`src/rtl/ctrl_pkg.sv`:
```
// Shared types and codes for the accumulator-CPU multi-cycle controller.
// Latency: n/a (declarations only).
// Backpressure: n/a.
// Contents: FSM state enum, opcode table, ALU/accumulator select codes,
// sticky error codes and the decoded control word.
package ctrl_pkg;

  typedef enum logic [2:0] {
    ST_IDLE,
    ST_FETCH,
    ST_DECODE,
    ST_EXEC,
    ST_HALT
  } state_e;

  // Opcode table (4-bit codes, zero-extended when OPW > 4)
  localparam logic [3:0] OP_NOP   = 4'h0;
  localparam logic [3:0] OP_LOAD  = 4'h1;
  localparam logic [3:0] OP_ADD   = 4'h2;
  localparam logic [3:0] OP_SUB   = 4'h3;
  localparam logic [3:0] OP_AND   = 4'h4;
  localparam logic [3:0] OP_OR    = 4'h5;
  localparam logic [3:0] OP_XOR   = 4'h6;
  localparam logic [3:0] OP_LDI   = 4'h7;
  localparam logic [3:0] OP_MOV   = 4'h8;
  localparam logic [3:0] OP_STORE = 4'h9;
  localparam logic [3:0] OP_JMP   = 4'hA;
  localparam logic [3:0] OP_JZ    = 4'hB;
  localparam logic [3:0] OP_HALT  = 4'hF;

  // ALU function selects
  localparam logic [3:0] ALU_NONE = 4'd0;
  localparam logic [3:0] ALU_ADD  = 4'd1;
  localparam logic [3:0] ALU_SUB  = 4'd2;
  localparam logic [3:0] ALU_AND  = 4'd3;
  localparam logic [3:0] ALU_OR   = 4'd4;
  localparam logic [3:0] ALU_XOR  = 4'd5;

  // Accumulator source selects
  localparam logic [1:0] ACC_ALU = 2'b00;
  localparam logic [1:0] ACC_MEM = 2'b01;
  localparam logic [1:0] ACC_IMM = 2'b10;

  // Sticky error causes
  localparam logic [1:0] ERR_NONE    = 2'b00;
  localparam logic [1:0] ERR_ILLEGAL = 2'b01;
  localparam logic [1:0] ERR_TIMEOUT = 2'b10;

  // EXEC-cycle control word produced by the decoder
  typedef struct packed {
    logic       load_acc;
    logic [1:0] sel_acc;
    logic [3:0] sel_alu;
    logic       load_reg;
    logic       sel_pc;
    logic       load_pc;
    logic       mem_op;   // instruction waits on the memory handshake
    logic       mem_we;
    logic       halt;
  } ctrl_word_t;

endpackage

```
`src/rtl/multicycle_ctrl_if.sv`:
```
// Controller <-> datapath/memory signal bundle.
// Latency: n/a (wires only).
// Backpressure: mem_ready from the slave side stalls the controller.
// master = controller (drives strobes/mem_req), slave = datapath + memory.
interface multicycle_ctrl_if #(
  parameter int OPW  = 4,
  parameter int ALUW = 4
);
  logic            run;
  logic [OPW-1:0]  Opcode;
  logic            zero;
  logic            mem_ready;
  logic            LoadIR;
  logic            IncPC;
  logic            SelPC;
  logic            LoadPC;
  logic            LoadReg;
  logic            LoadAcc;
  logic [1:0]      SelAcc;
  logic [ALUW-1:0] SelALU;
  logic            mem_req;
  logic            mem_we;
  logic            halted;
  logic [1:0]      err;

  modport master (
    input  run, Opcode, zero, mem_ready,
    output LoadIR, IncPC, SelPC, LoadPC, LoadReg, LoadAcc,
           SelAcc, SelALU, mem_req, mem_we, halted, err
  );

  modport slave (
    output run, Opcode, zero, mem_ready,
    input  LoadIR, IncPC, SelPC, LoadPC, LoadReg, LoadAcc,
           SelAcc, SelALU, mem_req, mem_we, halted, err
  );
endinterface

```
`src/rtl/ctrl_decode.sv`:
```
// Opcode decoder: maps an opcode and the zero flag to an EXEC control word.
// Latency: combinational.
// Backpressure: none.
// Ports: op_i opcode, zero_i accumulator-zero flag, cw_o control word,
// legal_o high for opcodes in the table.
module ctrl_decode
  import ctrl_pkg::*;
#(
  parameter int OPW = 4
) (
  input  logic [OPW-1:0] op_i,
  input  logic           zero_i,
  output ctrl_word_t     cw_o,
  output logic           legal_o
);

  always_comb begin
    cw_o    = '0;
    legal_o = 1'b0;
    // Any set bit above the 4-bit table makes the opcode illegal.
    if ((op_i >> 4) == '0) begin
      legal_o = 1'b1;
      case (op_i[3:0])
        OP_NOP:   ;
        OP_LOAD:  begin cw_o.mem_op = 1'b1; cw_o.load_acc = 1'b1; cw_o.sel_acc = ACC_MEM; end
        OP_ADD:   begin cw_o.load_acc = 1'b1; cw_o.sel_acc = ACC_ALU; cw_o.sel_alu = ALU_ADD; end
        OP_SUB:   begin cw_o.load_acc = 1'b1; cw_o.sel_acc = ACC_ALU; cw_o.sel_alu = ALU_SUB; end
        OP_AND:   begin cw_o.load_acc = 1'b1; cw_o.sel_acc = ACC_ALU; cw_o.sel_alu = ALU_AND; end
        OP_OR:    begin cw_o.load_acc = 1'b1; cw_o.sel_acc = ACC_ALU; cw_o.sel_alu = ALU_OR;  end
        OP_XOR:   begin cw_o.load_acc = 1'b1; cw_o.sel_acc = ACC_ALU; cw_o.sel_alu = ALU_XOR; end
        OP_LDI:   begin cw_o.load_acc = 1'b1; cw_o.sel_acc = ACC_IMM; end
        OP_MOV:   cw_o.load_reg = 1'b1;
        OP_STORE: begin cw_o.mem_op = 1'b1; cw_o.mem_we = 1'b1; end
        OP_JMP:   begin cw_o.sel_pc = 1'b1; cw_o.load_pc = 1'b1; end
        OP_JZ:    begin cw_o.sel_pc = zero_i; cw_o.load_pc = zero_i; end
        OP_HALT:  cw_o.halt = 1'b1;
        default:  legal_o = 1'b0;
      endcase
    end
  end

endmodule

```
`src/rtl/multicycle_ctrl.sv`:
```
// Multi-cycle FETCH/DECODE/EXEC controller for the accumulator CPU.
// Latency: 3 cycles per instruction with mem_ready high, plus memory wait cycles.
// Backpressure: mem_req holds until mem_ready; a stuck memory halts after TIMEOUT waits.
// Ports: clk, reset (sync, active-high), bus (master side: run/Opcode/zero/mem_ready
// in; IR/PC/reg/acc/ALU strobes, mem_req/mem_we, sticky halted/err out).
module multicycle_ctrl
  import ctrl_pkg::*;
#(
  parameter int OPW     = 4,
  parameter int ALUW    = 4,
  parameter int TIMEOUT = 16
) (
  input  logic             clk,
  input  logic             reset,
  multicycle_ctrl_if.master bus
);

  localparam int WW = (TIMEOUT < 1) ? 1 : $clog2(TIMEOUT + 1);

  state_e         state_q, state_d;
  logic [OPW-1:0] op_q, op_d;
  logic [WW-1:0]  wait_q, wait_d;
  logic           halted_q, halted_d;
  logic [1:0]     err_q, err_d;

  logic [OPW-1:0] dec_op;
  ctrl_word_t     cw;
  logic           legal;
  logic           timed_out;

  logic       load_ir, inc_pc, sel_pc, load_pc, load_reg, load_acc, mem_req, mem_we;
  logic [1:0] sel_acc;
  logic [3:0] sel_alu;

  // DECODE judges legality on the live opcode; EXEC uses the latched copy.
  assign dec_op = (state_q == ST_DECODE) ? bus.Opcode : op_q;

  ctrl_decode #(.OPW(OPW)) u_decode (
    .op_i    (dec_op),
    .zero_i  (bus.zero),
    .cw_o    (cw),
    .legal_o (legal)
  );

  // Counter already holds TIMEOUT waits: a further unready cycle gives up.
  assign timed_out = (TIMEOUT != 0) && (wait_q == WW'(TIMEOUT));

  always_comb begin
    state_d  = state_q;
    op_d     = op_q;
    wait_d   = wait_q;
    halted_d = halted_q;
    err_d    = err_q;
    load_ir  = 1'b0;
    inc_pc   = 1'b0;
    sel_pc   = 1'b0;
    load_pc  = 1'b0;
    load_reg = 1'b0;
    load_acc = 1'b0;
    mem_req  = 1'b0;
    mem_we   = 1'b0;
    sel_acc  = ACC_ALU;
    sel_alu  = ALU_NONE;

    case (state_q)
      ST_IDLE: if (bus.run) state_d = ST_FETCH;
      ST_FETCH: begin
        mem_req = 1'b1;
        if (bus.mem_ready) begin
          load_ir = 1'b1;
          inc_pc  = 1'b1;
          state_d = ST_DECODE;
        end else if (timed_out) begin
          state_d = ST_HALT;
          err_d   = ERR_TIMEOUT;
        end else begin
          wait_d = wait_q + WW'(1);
        end
      end
      ST_DECODE: begin
        op_d = bus.Opcode;
        if (legal) begin
          state_d = ST_EXEC;
        end else begin
          state_d = ST_HALT;
          err_d   = ERR_ILLEGAL;
        end
      end
      ST_EXEC: begin
        if (cw.halt) begin
          state_d = ST_HALT;
        end else if (cw.mem_op && !bus.mem_ready) begin
          mem_req = 1'b1;
          mem_we  = cw.mem_we;
          if (timed_out) begin
            state_d = ST_HALT;
            err_d   = ERR_TIMEOUT;
          end else begin
            wait_d = wait_q + WW'(1);
          end
        end else begin
          // Completion cycle: instruction strobes fire once, then run is sampled.
          mem_req  = cw.mem_op;
          mem_we   = cw.mem_we;
          load_acc = cw.load_acc;
          sel_acc  = cw.sel_acc;
          sel_alu  = cw.sel_alu;
          load_reg = cw.load_reg;
          sel_pc   = cw.sel_pc;
          load_pc  = cw.load_pc;
          state_d  = bus.run ? ST_FETCH : ST_IDLE;
        end
      end
      ST_HALT: ;
      default: state_d = ST_IDLE;
    endcase

    if (state_d == ST_HALT) halted_d = 1'b1;
    // Each new FETCH or EXEC starts its memory wait budget from zero.
    if (state_d != state_q) wait_d = '0;
  end

  always_ff @(posedge clk) begin
    if (reset) begin
      state_q  <= ST_IDLE;
      op_q     <= '0;
      wait_q   <= '0;
      halted_q <= 1'b0;
      err_q    <= ERR_NONE;
    end else begin
      state_q  <= state_d;
      op_q     <= op_d;
      wait_q   <= wait_d;
      halted_q <= halted_d;
      err_q    <= err_d;
    end
  end

  // Everything is forced low while reset is asserted, even mid-handshake.
  assign bus.LoadIR  = load_ir  & ~reset;
  assign bus.IncPC   = inc_pc   & ~reset;
  assign bus.SelPC   = sel_pc   & ~reset;
  assign bus.LoadPC  = load_pc  & ~reset;
  assign bus.LoadReg = load_reg & ~reset;
  assign bus.LoadAcc = load_acc & ~reset;
  assign bus.SelAcc  = reset ? 2'b00 : sel_acc;
  assign bus.SelALU  = reset ? '0 : ALUW'(sel_alu);
  assign bus.mem_req = mem_req  & ~reset;
  assign bus.mem_we  = mem_we   & ~reset;
  assign bus.halted  = halted_q & ~reset;
  assign bus.err     = reset ? ERR_NONE : err_q;

endmodule

```
`src/flat_wrapper.sv`:
```
// flat-port wrapper written by rule: the top's interface ports become plain ports
module multicycle_ctrl_flat import ctrl_pkg::*;
#(
  parameter int OPW     = 4,
  parameter int ALUW    = 4,
  parameter int TIMEOUT = 16
)
  (clk, reset, bus_run, bus_Opcode, bus_zero, bus_mem_ready, bus_LoadIR, bus_IncPC, bus_SelPC, bus_LoadPC, bus_LoadReg, bus_LoadAcc, bus_SelAcc, bus_SelALU, bus_mem_req, bus_mem_we, bus_halted, bus_err);
  multicycle_ctrl_if #(.OPW(OPW), .ALUW(ALUW)) bus_i ();
  input  logic clk;
  input  logic reset;
  input wire logic [$bits(bus_i.run)-1:0] bus_run;
  input wire logic [$bits(bus_i.Opcode)-1:0] bus_Opcode;
  input wire logic [$bits(bus_i.zero)-1:0] bus_zero;
  input wire logic [$bits(bus_i.mem_ready)-1:0] bus_mem_ready;
  output wire logic [$bits(bus_i.LoadIR)-1:0] bus_LoadIR;
  output wire logic [$bits(bus_i.IncPC)-1:0] bus_IncPC;
  output wire logic [$bits(bus_i.SelPC)-1:0] bus_SelPC;
  output wire logic [$bits(bus_i.LoadPC)-1:0] bus_LoadPC;
  output wire logic [$bits(bus_i.LoadReg)-1:0] bus_LoadReg;
  output wire logic [$bits(bus_i.LoadAcc)-1:0] bus_LoadAcc;
  output wire logic [$bits(bus_i.SelAcc)-1:0] bus_SelAcc;
  output wire logic [$bits(bus_i.SelALU)-1:0] bus_SelALU;
  output wire logic [$bits(bus_i.mem_req)-1:0] bus_mem_req;
  output wire logic [$bits(bus_i.mem_we)-1:0] bus_mem_we;
  output wire logic [$bits(bus_i.halted)-1:0] bus_halted;
  output wire logic [$bits(bus_i.err)-1:0] bus_err;
  assign bus_i.run = bus_run;
  assign bus_i.Opcode = bus_Opcode;
  assign bus_i.zero = bus_zero;
  assign bus_i.mem_ready = bus_mem_ready;
  assign bus_LoadIR = bus_i.LoadIR;
  assign bus_IncPC = bus_i.IncPC;
  assign bus_SelPC = bus_i.SelPC;
  assign bus_LoadPC = bus_i.LoadPC;
  assign bus_LoadReg = bus_i.LoadReg;
  assign bus_LoadAcc = bus_i.LoadAcc;
  assign bus_SelAcc = bus_i.SelAcc;
  assign bus_SelALU = bus_i.SelALU;
  assign bus_mem_req = bus_i.mem_req;
  assign bus_mem_we = bus_i.mem_we;
  assign bus_halted = bus_i.halted;
  assign bus_err = bus_i.err;
  multicycle_ctrl #(.OPW(OPW), .ALUW(ALUW), .TIMEOUT(TIMEOUT)) u_core (.clk(clk), .reset(reset), .bus(bus_i));
endmodule
```
`config.mk`:
```
export PLATFORM = sky130hd
export DESIGN_NAME = multicycle_ctrl_flat
export DESIGN_NICKNAME = d
export VERILOG_FILES = /design/src/rtl/ctrl_pkg.sv /design/src/rtl/multicycle_ctrl_if.sv /design/src/rtl/ctrl_decode.sv /design/src/rtl/multicycle_ctrl.sv /design/src/flat_wrapper.sv
export SDC_FILE = /design/constraint.sdc
export NUM_CORES = 1
export LEC_CHECK = 0
export BUFFER_PORTS_ARGS = -buffer_cell sky130_fd_sc_hd__buf_2
export CAP_MARGIN = 10
export CORE_MARGIN = 5
export CORE_UTILIZATION = 50
export CTS_BUF_LIST = sky130_fd_sc_hd__clkbuf_2
export CTS_CLUSTER_DIAMETER = 30
export DETAILED_ROUTE_END_ITERATION = 8
export PLACE_DENSITY_LB_ADDON = 0.3
export SYNTH_ARGS = -nofsm -noshare
export SYNTH_HDL_FRONTEND = slang
export SYNTH_SLANG_ARGS = --single-unit
export TNS_END_PERCENT = 10
```
`constraint.sdc`:
```
create_clock -name clk -period 4.13 [get_ports clk]
set_input_delay 0.826 -clock clk [delete_from_list [all_inputs] [get_ports clk]]
set_output_delay 0.826 -clock clk [all_outputs]
set_load 0.005 [all_outputs]
```
==> impl_metrics.py, run 1 <==
metrics = {
    "detailed_routing": {
        "avgViaCountPerCell": 5.49,
        "wl_per_cell_um": 13.5,
        "drtAntennaViolNets": 0,
        "initialDrtViolationCount": 30,
        "vias": 1004,
        "routed_wl_mm": 2.48,
        "drc": 0,
        "first_pass_iters": 4,
    },
    "timing": {
        "finalSetupViolCount": 0,
        "drv_slew": 0,
        "finalHoldViolations": 0,
        "worst_pin_slew_ns": 0.726,
        "max_freq_ghz": 0.284,
        "rsz0062_at_grt": "false",
        "finalCritPeriodShare": 0.853,
        "skew_ns": 0.0183,
        "relSlewSlack": 0.514,
        "finalWorstPathRequiredPeriod_ns": 3.52,
        "tns_ns": 0,
        "fin_ws_ns": 0.609,
    },
    "floorplan": {
        "initial_utilization": 0.513,
        "core_mm2": 0.00215,
        "rows": 17,
        "io_pins": 26,
        "chipHeight_um": 57.0,
        "dieArea_mm2": 0.00324,
        "die_w_um": 57.0,
    },
    "synthesis": {
        "avgSynthCellArea_um2": 8.11,
        "seq_area_frac_synth": 0.272,
        "yosysWarnings": 0,
        "synth_cell_type_count": 44,
        "synth_nets": 147,
        "ys_ff_latch": 15,
        "async_flop_share": 0,
        "yosys_most_used_dff": "dfxtp_1",
        "synth_edf_count": 0,
        "synthesis.instances": 136,
        "synth_area_mm2": 0.00110,
    },
    "outcome": {
        "outcome": "finished clean",
    },
    "finish": {
        "layout_common_cells": "buf_2 (24), nor2_1 (21), dfxtp_1 (15), nand3_1 (9), nand2_1 (7)",
        "area_growth_pct": 10.8,
        "mostFrequentLayoutCell": "buf_2",
        "fin_area_mm2": 0.00122,
        "antennaDiodeCount": 0,
        "stdcell_count": 183,
        "drive_above_1_share": 0.245,
        "layout.nets": 167,
    },
    "hold_path": {
        "hold_path.class": "flop to flop",
    },
    "grt": {
        "met2_usage": 0.246,
        "grt_pass1_wl_mm": 4.28,
        "antenna_found_initial": 0,
        "grt_use_total": 0.166,
        "use_met3": 0.0407,
        "grt_pass1_vias": 936,
        "grt.busiest_layer": "met2",
        "grt_max_degree": 15,
        "gr-total-overflow": 0,
        "met1_usage": 0.229,
    },
    "pwr": {
        "pwr-share-clk": 0.247,
        "finalPower_mw": 0.295,
        "p_int_mw": 0.202,
        "leakagePower_nw": 0.561,
        "p_sw_mw": 0.0933,
        "p_per_area_mw_per_mm2": 242,
        "combPwrFrac": 0.219,
        "pwr-share-seq": 0.534,
        "irDropWorstVdd_uv": 163,
        "sw_frac_of_total": 0.316,
    },
    "critical_path": {
        "path_max_fanout": 12,
        "cp.arrival_ns": 2.70,
        "critPathKind": "flop to primary output",
        "crit_path_start_kind": "flop",
        "end_kind": "primary output",
        "required_ns": 3.30,
    },
    "cts": {
        "clk_pin_slew_ns": 0.16,
        "post_cts_resize_count": 0,
        "post-cts-setup-buffer-count": 0,
        "cts.sinks": 15,
        "clk_latency_ns": 0.29,
        "cts_root_buf": "clkbuf_2",
        "htreeDepth": 1,
        "cts_tree": "yes",
        "cts_buffer_depth": 2,
        "postCtsHoldBufs": 0,
        "cts_buffers": 3,
    },
    "place": {
        "post-place-ws_ns": 0.967,
        "io_buffer_count": 24,
        "gp_congestion": 0.859,
        "dpl.hpwl_mm": 1.95,
        "dp.cells": 179,
        "dpl-instance-area_mm2": 0.00120,
    },
    "run": {
        "maxCapViolations": 0,
    },
}
worst paths after layout:
path / start / end / slack (ns) / cells past startpoint
worst max-delay path: u_core.state_q[1] / bus_SelALU[2] / 0.61 / 6
worst min-delay path: u_core.err_q[0] / u_core.err_q[0] / 0.48 / 1
worst max register to register: u_core.state_q[1] / u_core.wait_q[4] / 1.74 / 5
worst min register to register: u_core.err_q[0] / u_core.err_q[0] / 0.48 / 1
area by class of cell:
| type | count | area, um2 |
|---|---|---|
| sequential | 15 | 300 |
| clock buffer | 4 | 20.0 |
| timing repair buffer | 24 | 120 |
| multi-input combinational | 107 | 727 |
| inverter | 5 | 18.8 |
| fill | 215 | 927 |
| tap | 28 | 35.0 |
per-layer routing:
metal | part of all wire | wire [um]
met1 | 0.48 | 1200
met2 | 0.43 | 1070
met3 | 0.067 | 165
met4 | 0.016 | 40
met5 | 0 | 0
Yosys cell counts, types with 2 or more instances:
| master | count | area share |
|---|---|---|
| a21oi_1 | 6 | 0.027 |
| a22oi_1 | 2 | 0.014 |
| a31o_2 | 2 | 0.016 |
| and3_1 | 4 | 0.023 |
| buf_2 | 3 | 0.014 |
| buf_4 | 3 | 0.020 |
| clkbuf_1 | 2 | 0.0068 |
| dfxtp_1 | 15 | 0.27 |
| ha_1 | 2 | 0.023 |
| inv_1 | 5 | 0.017 |
| mux2i_1 | 6 | 0.054 |
| mux2i_2 | 2 | 0.025 |
| nand2_1 | 7 | 0.024 |
| nand2b_1 | 3 | 0.017 |
| nand3_1 | 9 | 0.041 |
| nand4_1 | 3 | 0.017 |
| nor2_1 | 21 | 0.072 |
| nor2b_1 | 6 | 0.034 |
| nor3b_1 | 3 | 0.020 |
| o22ai_1 | 3 | 0.017 |
| or2_1 | 2 | 0.011 |
| xnor2_1 | 2 | 0.016 |
| xor2_1 | 4 | 0.032 |
worst max-delay path: stages, from the launching register on:
cell and delay, ns:
dfxtp_1 0.59, nor3b_2 0.69, mux2i_2 0.40, or2_1 0.22, nand2b_4 0.08, a2111oi_2 0.26
buf_2 0.16
power groups by stage:
| stage | clock [mW] | sequential (mW) | combinational (mW) |
|---|---|---|---|
| 3_5_place_dp | 0 | 0.161 | 0.0642 |
| 6_report | 0.0730 | 0.158 | 0.0648 |
| 5_1_grt | 0.0850 | 0.159 | 0.0724 |
| 4_1_cts | 0.0742 | 0.158 | 0.0645 |
| 2_1_floorplan | 0 | 0.155 | 0.0557 |
| 3_3_place_gp | 0 | 0.160 | 0.0631 |
registers in the layout (all words and copies together) (netlist names):
register / flops
u_core.op_q: 4
u_core.state_q: 3
u_core.wait_q: 5
u_core.halted_q: 1
u_core.err_q: 2
metrics by stage:
stage,util,hold slack [ns]
2_1_floorplan,-,0.433
3_5_place_dp,0.559,0.451
6_report,0.568,0.481
5_1_grt,0.568,0.514
4_1_cts,0.568,0.484
3_3_place_gp,0.559,0.444
logic make-up after synthesis:
kind of cell	share of synthesized area
flip-flops	0.272
AO/OA/AOI/OAI	0.179
XOR/XNOR	0.0477
AND/OR/NAND/NOR	0.327
adder cells (fa/ha/maj)	0.0227
multiplexers	0.0795
other	0.00340
buffers and inverters	0.0681
Power figures use the tool's default switching activity.
==> inputs of run 2 (changes only) <==
--- a/config.mk
+++ b/config.mk
@@ -7,6 +7,7 @@
 export LEC_CHECK = 0
 export BUFFER_PORTS_ARGS = -buffer_cell sky130_fd_sc_hd__buf_2
 export CAP_MARGIN = 10
+export CORE_ASPECT_RATIO = 0.75
 export CORE_MARGIN = 5
 export CORE_UTILIZATION = 50
 export CTS_BUF_LIST = sky130_fd_sc_hd__clkbuf_2
==> run 2 against run 1 <==
Clock power down 1%. Critical path depth did not move. Clock skew decreased by 0.017 ns. Hold slack gained 0.021 ns. Flip-flop and latch count is the same. Register-to-register slack got worse by 0.03 ns. First-iteration DRC count grew 47%. Worst setup slack got worse by 0.016 ns. Die area rose by 0.30%. Utilization rose by 2.6 points. Sequential share of layout area grew 0.050 points. Largest cell class unchanged.
==> impl_metrics.py, run 2 (same netlist as run 1, synthesis figures left out) <==
metrics = {
    "outcome": {
        "outcome": "finished clean",
    },
    "detailed_routing": {
        "wl_met2_mm": 1.14,
        "dr_wl_met3_um": 219,
        "met1_length_mm": 1.27,
        "first_pass_iters": 4,
        "vias": 1051,
        "wl_per_cell_um": 14.8,
        "avgViaCountPerCell": 5.87,
        "highest_layer": "met4",
        "drtAntennaViolNets": 0,
        "routed_wl_mm": 2.65,
        "initialDrtViolationCount": 44,
        "drc": 0,
    },
    "grt": {
        "grt_use_total": 0.174,
        "grt_pass1_wl_mm": 4.61,
        "grt_pass1_vias": 1027,
        "antenna_found_initial": 0,
        "grt_max_degree": 15,
        "gr-total-overflow": 0,
    },
    "finish": {
        "antennaDiodeCount": 0,
        "nFillCells": 188,
        "final_util": 0.595,
        "final-seq-area_um2": 300,
        "largest_reg_flops": 5,
        "layout_common_cells": "buf_2 (24), nor2_1 (21), dfxtp_1 (15), nand3_1 (9), nand2_1 (7)",
        "regMostFlops": "u_core.wait_q",
        "mostFrequentLayoutCell": "buf_2",
        "area_growth_pct": 10.6,
        "reg.largest.list": "u_core.wait_q (5), u_core.op_q (4), u_core.state_q (3)",
        "layout.nets": 167,
        "fin_area_mm2": 0.00122,
        "multi_input_area_um2": 727,
        "drive_above_1_share": 0.245,
    },
    "timing": {
        "worst_pin_slew_ns": 0.740,
        "skew_ns": 0.00145,
        "finalSetupViolCount": 0,
        "finalWorstPathRequiredPeriod_ns": 3.54,
        "tns_ns": 0,
        "rsz0062_at_grt": "false",
        "drv_slew": 0,
        "max_freq_ghz": 0.283,
        "finalCritPeriodShare": 0.857,
        "relSlewSlack": 0.504,
        "finalHoldViolations": 0,
    },
    "floorplan": {
        "rows": 14,
        "core_mm2": 0.00205,
        "die_w_um": 64.2,
        "chipHeight_um": 50.7,
        "io_pins": 26,
        "dieArea_mm2": 0.00325,
        "initial_utilization": 0.538,
    },
    "cts": {
        "post-cts-setup-buffer-count": 0,
        "cts_tree": "yes",
        "cts_buffers": 3,
        "post_cts_resize_count": 0,
        "cts.sinks": 15,
        "cts_root_buf": "clkbuf_2",
        "cts_buffer_depth": 2,
        "clk_latency_ns": 0.29,
        "clk_pin_slew_ns": 0.15,
        "htreeDepth": 1,
        "postCtsHoldBufs": 0,
    },
    "pwr": {
        "irDropWorstVdd_uv": 190,
        "p_per_area_mw_per_mm2": 243,
        "leakagePower_nw": 0.557,
    },
    "critical_path": {
        "crit_path_start": "u_core.state_q[1]",
        "path_max_fanout": 12,
        "critical_path.cell_chain": "nor3b_2, mux2i_2, or2_1, nand2b_4, a2111oi_2, buf_2",
        "rr_startpoint": "u_core.state_q[1]",
        "end_kind": "primary output",
        "crit_buf_inv": 1,
        "crit_family": "simple AND/OR/NAND/NOR gates",
        "cp.arrival_ns": 2.71,
        "critPathKind": "flop to primary output",
        "crit_path_start_kind": "flop",
        "crit_slowest_cell": "nor3b_2",
        "required_ns": 3.30,
        "slowest_delay_ns": 0.70,
    },
    "place": {
        "gp_congestion": 0.893,
        "dpl-instance-area_mm2": 0.00120,
        "io_buffer_count": 24,
        "dpl.hpwl_mm": 2.13,
    },
    "run": {
        "maxCapViolations": 0,
    },
    "hold_path": {
        "hold_path.class": "flop to flop",
        "worstHoldStart": "u_core.err_q[1]",
    },
}
-- run 2: worst paths after layout --
| path | to | slack, ns | depth (start not counted) |
|---|---|---|---|
| setup / recovery | bus_SelALU[2] | 0.59 | 6 |
| hold / removal | u_core.err_q[1] | 0.50 | 2 |
| setup reg to reg | u_core.wait_q[2] | 1.71 | 5 |
| hold reg to reg | u_core.err_q[1] | 0.50 | 2 |
-- run 2: per-layer routing --
layer	up-vias	track usage
met5	-	0
met1	498	0.234
met2	30	0.269
met4	0	0.0441
li1	519	-
met3	4	0.0580
-- run 2: power by group --
part | leakage [nW] | switching (mW) | internal [mW]
registers | 0.121 | 0.00889 | 0.149
clock network | 0.0126 | 0.0496 | 0.0226
logic | 0.423 | 0.0386 | 0.0275
total | 0.557 | 0.0971 | 0.199
-- run 2: metrics by stage --
stage          hold slack [ns]  setup WS, ns  instances  power (mW)
4_1_cts                  0.507         0.605        179       0.297
2_1_floorplan            0.433          1.55        136       0.211
3_3_place_gp             0.445          1.07        175       0.224
3_5_place_dp             0.484         0.967        175       0.226
5_1_grt                  0.536         0.345        179       0.316
6_report                 0.502         0.593        179       0.296
-- run 2: final cells by class --
| type | count | share of cell area |
|---|---|---|
| repair buffers | 24 | 0.0986 |
| inverters | 5 | 0.0154 |
| multi-input cells | 107 | 0.597 |
| well taps | 24 | 0.0246 |
| flip-flops and latches | 15 | 0.246 |
| clock buffers | 3 | 0.0123 |
| clock inverters | 1 | 0.00616 |
-- run 2: tightest hold or removal path, delay by kind of cell, from the launching register on --
kind             cells  cell delay (ns)
AND/OR/NAND/NOR      1             0.08
AO/OA/AOI/OAI        1             0.07
flip-flops           1             0.33
==> inputs of run 3 (changes only) <==
--- a/config.mk
+++ b/config.mk
@@ -8,7 +8,7 @@
 export BUFFER_PORTS_ARGS = -buffer_cell sky130_fd_sc_hd__buf_2
 export CAP_MARGIN = 10
 export CORE_ASPECT_RATIO = 0.75
-export CORE_MARGIN = 5
+export CORE_MARGIN = 1
 export CORE_UTILIZATION = 50
 export CTS_BUF_LIST = sky130_fd_sc_hd__clkbuf_2
 export CTS_CLUSTER_DIAMETER = 30
==> run 3 against run 2 <==
Via count up 0.67%. Cell count did not move. Clock power rose by 6.0%. Fmax decreased by 2.6%. Power increased by 2.0%. Sequential power hardly changed. Worst setup slack got worse by 0.095 ns. Non-clock buffer count unchanged. Hold slack lost 0.010 ns. Critical path type unchanged.
==> impl_metrics.py, run 3 (same netlist as run 1, synthesis figures left out) <==
metrics = {
    "timing": {
        "relSlewSlack": 0.478,
        "rsz0062_at_grt": "false",
        "finalWorstPathRequiredPeriod_ns": 3.63,
        "skew_ns": 0.00831,
        "finalCritPeriodShare": 0.879,
        "finalSetupViolCount": 0,
        "max_freq_ghz": 0.275,
        "finalHoldViolations": 0,
        "tns_ns": 0,
        "worst_pin_slew_ns": 0.779,
        "drv_slew": 0,
    },
    "detailed_routing": {
        "avgViaCountPerCell": 5.91,
        "initialDrtViolationCount": 60,
        "first_pass_iters": 4,
        "drtAntennaViolNets": 0,
        "vias": 1058,
        "wl_per_cell_um": 15.1,
        "routed_wl_mm": 2.71,
        "drc": 0,
    },
    "finish": {
        "final_util": 0.595,
        "antennaDiodeCount": 0,
        "stdcell_count": 179,
        "layout_common_cells": "buf_2 (24), nor2_1 (21), dfxtp_1 (15), nand3_1 (9), nand2_1 (7)",
        "fin_area_mm2": 0.00122,
        "largest_reg_flops": 5,
        "layout.nets": 167,
        "regMostFlops": "u_core.wait_q",
        "reg.largest.list": "u_core.wait_q (5), u_core.op_q (4), u_core.state_q (3)",
        "drive_above_1_share": 0.245,
        "area_growth_pct": 10.6,
        "mostFrequentLayoutCell": "buf_2",
    },
    "grt": {
        "grt_pass1_vias": 934,
        "grt_pass1_wl_mm": 4.46,
        "grt_use_total": 0.243,
        "gr-total-overflow": 0,
        "antenna_found_initial": 0,
        "grt_max_degree": 15,
    },
    "floorplan": {
        "chipHeight_um": 42.7,
        "dieArea_mm2": 0.00240,
        "io_pins": 26,
        "rows": 14,
        "die_w_um": 56.2,
        "initial_utilization": 0.538,
        "core_mm2": 0.00205,
    },
    "cts": {
        "cts_buffer_depth": 2,
        "clk_pin_slew_ns": 0.17,
        "htreeDepth": 1,
        "cts_buffers": 3,
        "postCtsHoldBufs": 0,
        "cts.sinks": 15,
        "post_cts_resize_count": 0,
        "cts_root_buf": "clkbuf_2",
        "clk_latency_ns": 0.30,
        "post-cts-setup-buffer-count": 0,
        "cts_tree": "yes",
    },
    "hold_path": {
        "hold_path.class": "flop to flop",
    },
    "critical_path": {
        "critPathKind": "flop to primary output",
        "cp.arrival_ns": 2.81,
        "rr_startpoint": "u_core.state_q[1]",
        "crit_path_start": "u_core.state_q[1]",
        "endpoint": "bus_SelALU[2]",
        "path_max_fanout": 12,
        "end_kind": "primary output",
        "required_ns": 3.30,
        "r2r_slack_ns": 1.63,
        "timing.rr.end": "u_core.wait_q[0]",
        "crit_path_start_kind": "flop",
        "r2r_cells": 5,
    },
    "pwr": {
        "leakagePower_nw": 0.557,
        "irDropWorstVdd_uv": 280,
        "finalPower_mw": 0.302,
        "p_per_area_mw_per_mm2": 248,
    },
    "outcome": {
        "outcome": "finished clean",
    },
    "place": {
        "io_buffer_count": 24,
        "gp_congestion": 0.915,
        "dp.cells": 175,
        "dpl.hpwl_mm": 2.01,
        "dpl-instance-area_mm2": 0.00120,
    },
    "run": {
        "maxCapViolations": 0,
    },
}
==> run 3: critical path, stage by stage, from the launching register on <==
cell,delay (ns)
dfxtp_1,0.62
nor3b_2,0.73
mux2i_2,0.41
or2_1,0.23
nand2b_4,0.09
a2111oi_2,0.26
buf_2,0.16
==> run 3: how the worst min path moves through the flow <==
stage                    start              end  slack, ns  cells after the start
2_1_floorplan  u_core.err_q[0]  u_core.err_q[0]       0.43                      1
3_3_place_gp   u_core.err_q[0]  u_core.err_q[0]       0.45                      1
3_5_place_dp   u_core.err_q[0]  u_core.err_q[0]       0.45                      1
4_1_cts        u_core.err_q[0]  u_core.err_q[0]       0.49                      1
5_1_grt        u_core.err_q[0]  u_core.err_q[0]       0.53                      1
6_report       u_core.err_q[0]  u_core.err_q[0]       0.49                      1
==> run 3: metal layers <==
| layer | track usage | up-vias | wire length (um) |
|---|---|---|---|
| met5 | 0 | - | 0 |
| met4 | 0.0341 | 0 | 17 |
| met3 | 0.0671 | 4 | 261 |
| met2 | 0.376 | 59 | 1180 |
| met1 | 0.346 | 474 | 1250 |
| li1 | - | 521 | - |
==> run 3: cell type report <==
| cell class | count | area [um2] |
|---|---|---|
| fillers | 194 | 831 |
| multi-input cells | 107 | 727 |
| flip-flops and latches | 15 | 300 |
| repair buffers | 24 | 120 |
| well taps | 24 | 30.0 |
| inverters | 5 | 18.8 |
| clock buffers | 3 | 15.0 |
| clock inverters | 1 | 7.51 |
==> run 3: power by group <==
part	internal, mW	switching [mW]
clock	0.0226	0.0539
sequential	0.149	0.00940
combinational	0.0277	0.0396
total	0.199	0.103
==> run 3: metrics by stage <==
step           worst slack, ns  hold slack, ns
4_1_cts                  0.557           0.494
3_3_place_gp              1.07           0.447
2_1_floorplan             1.55           0.433
3_5_place_dp             0.916           0.454
6_report                 0.498           0.492
5_1_grt                  0.329           0.529
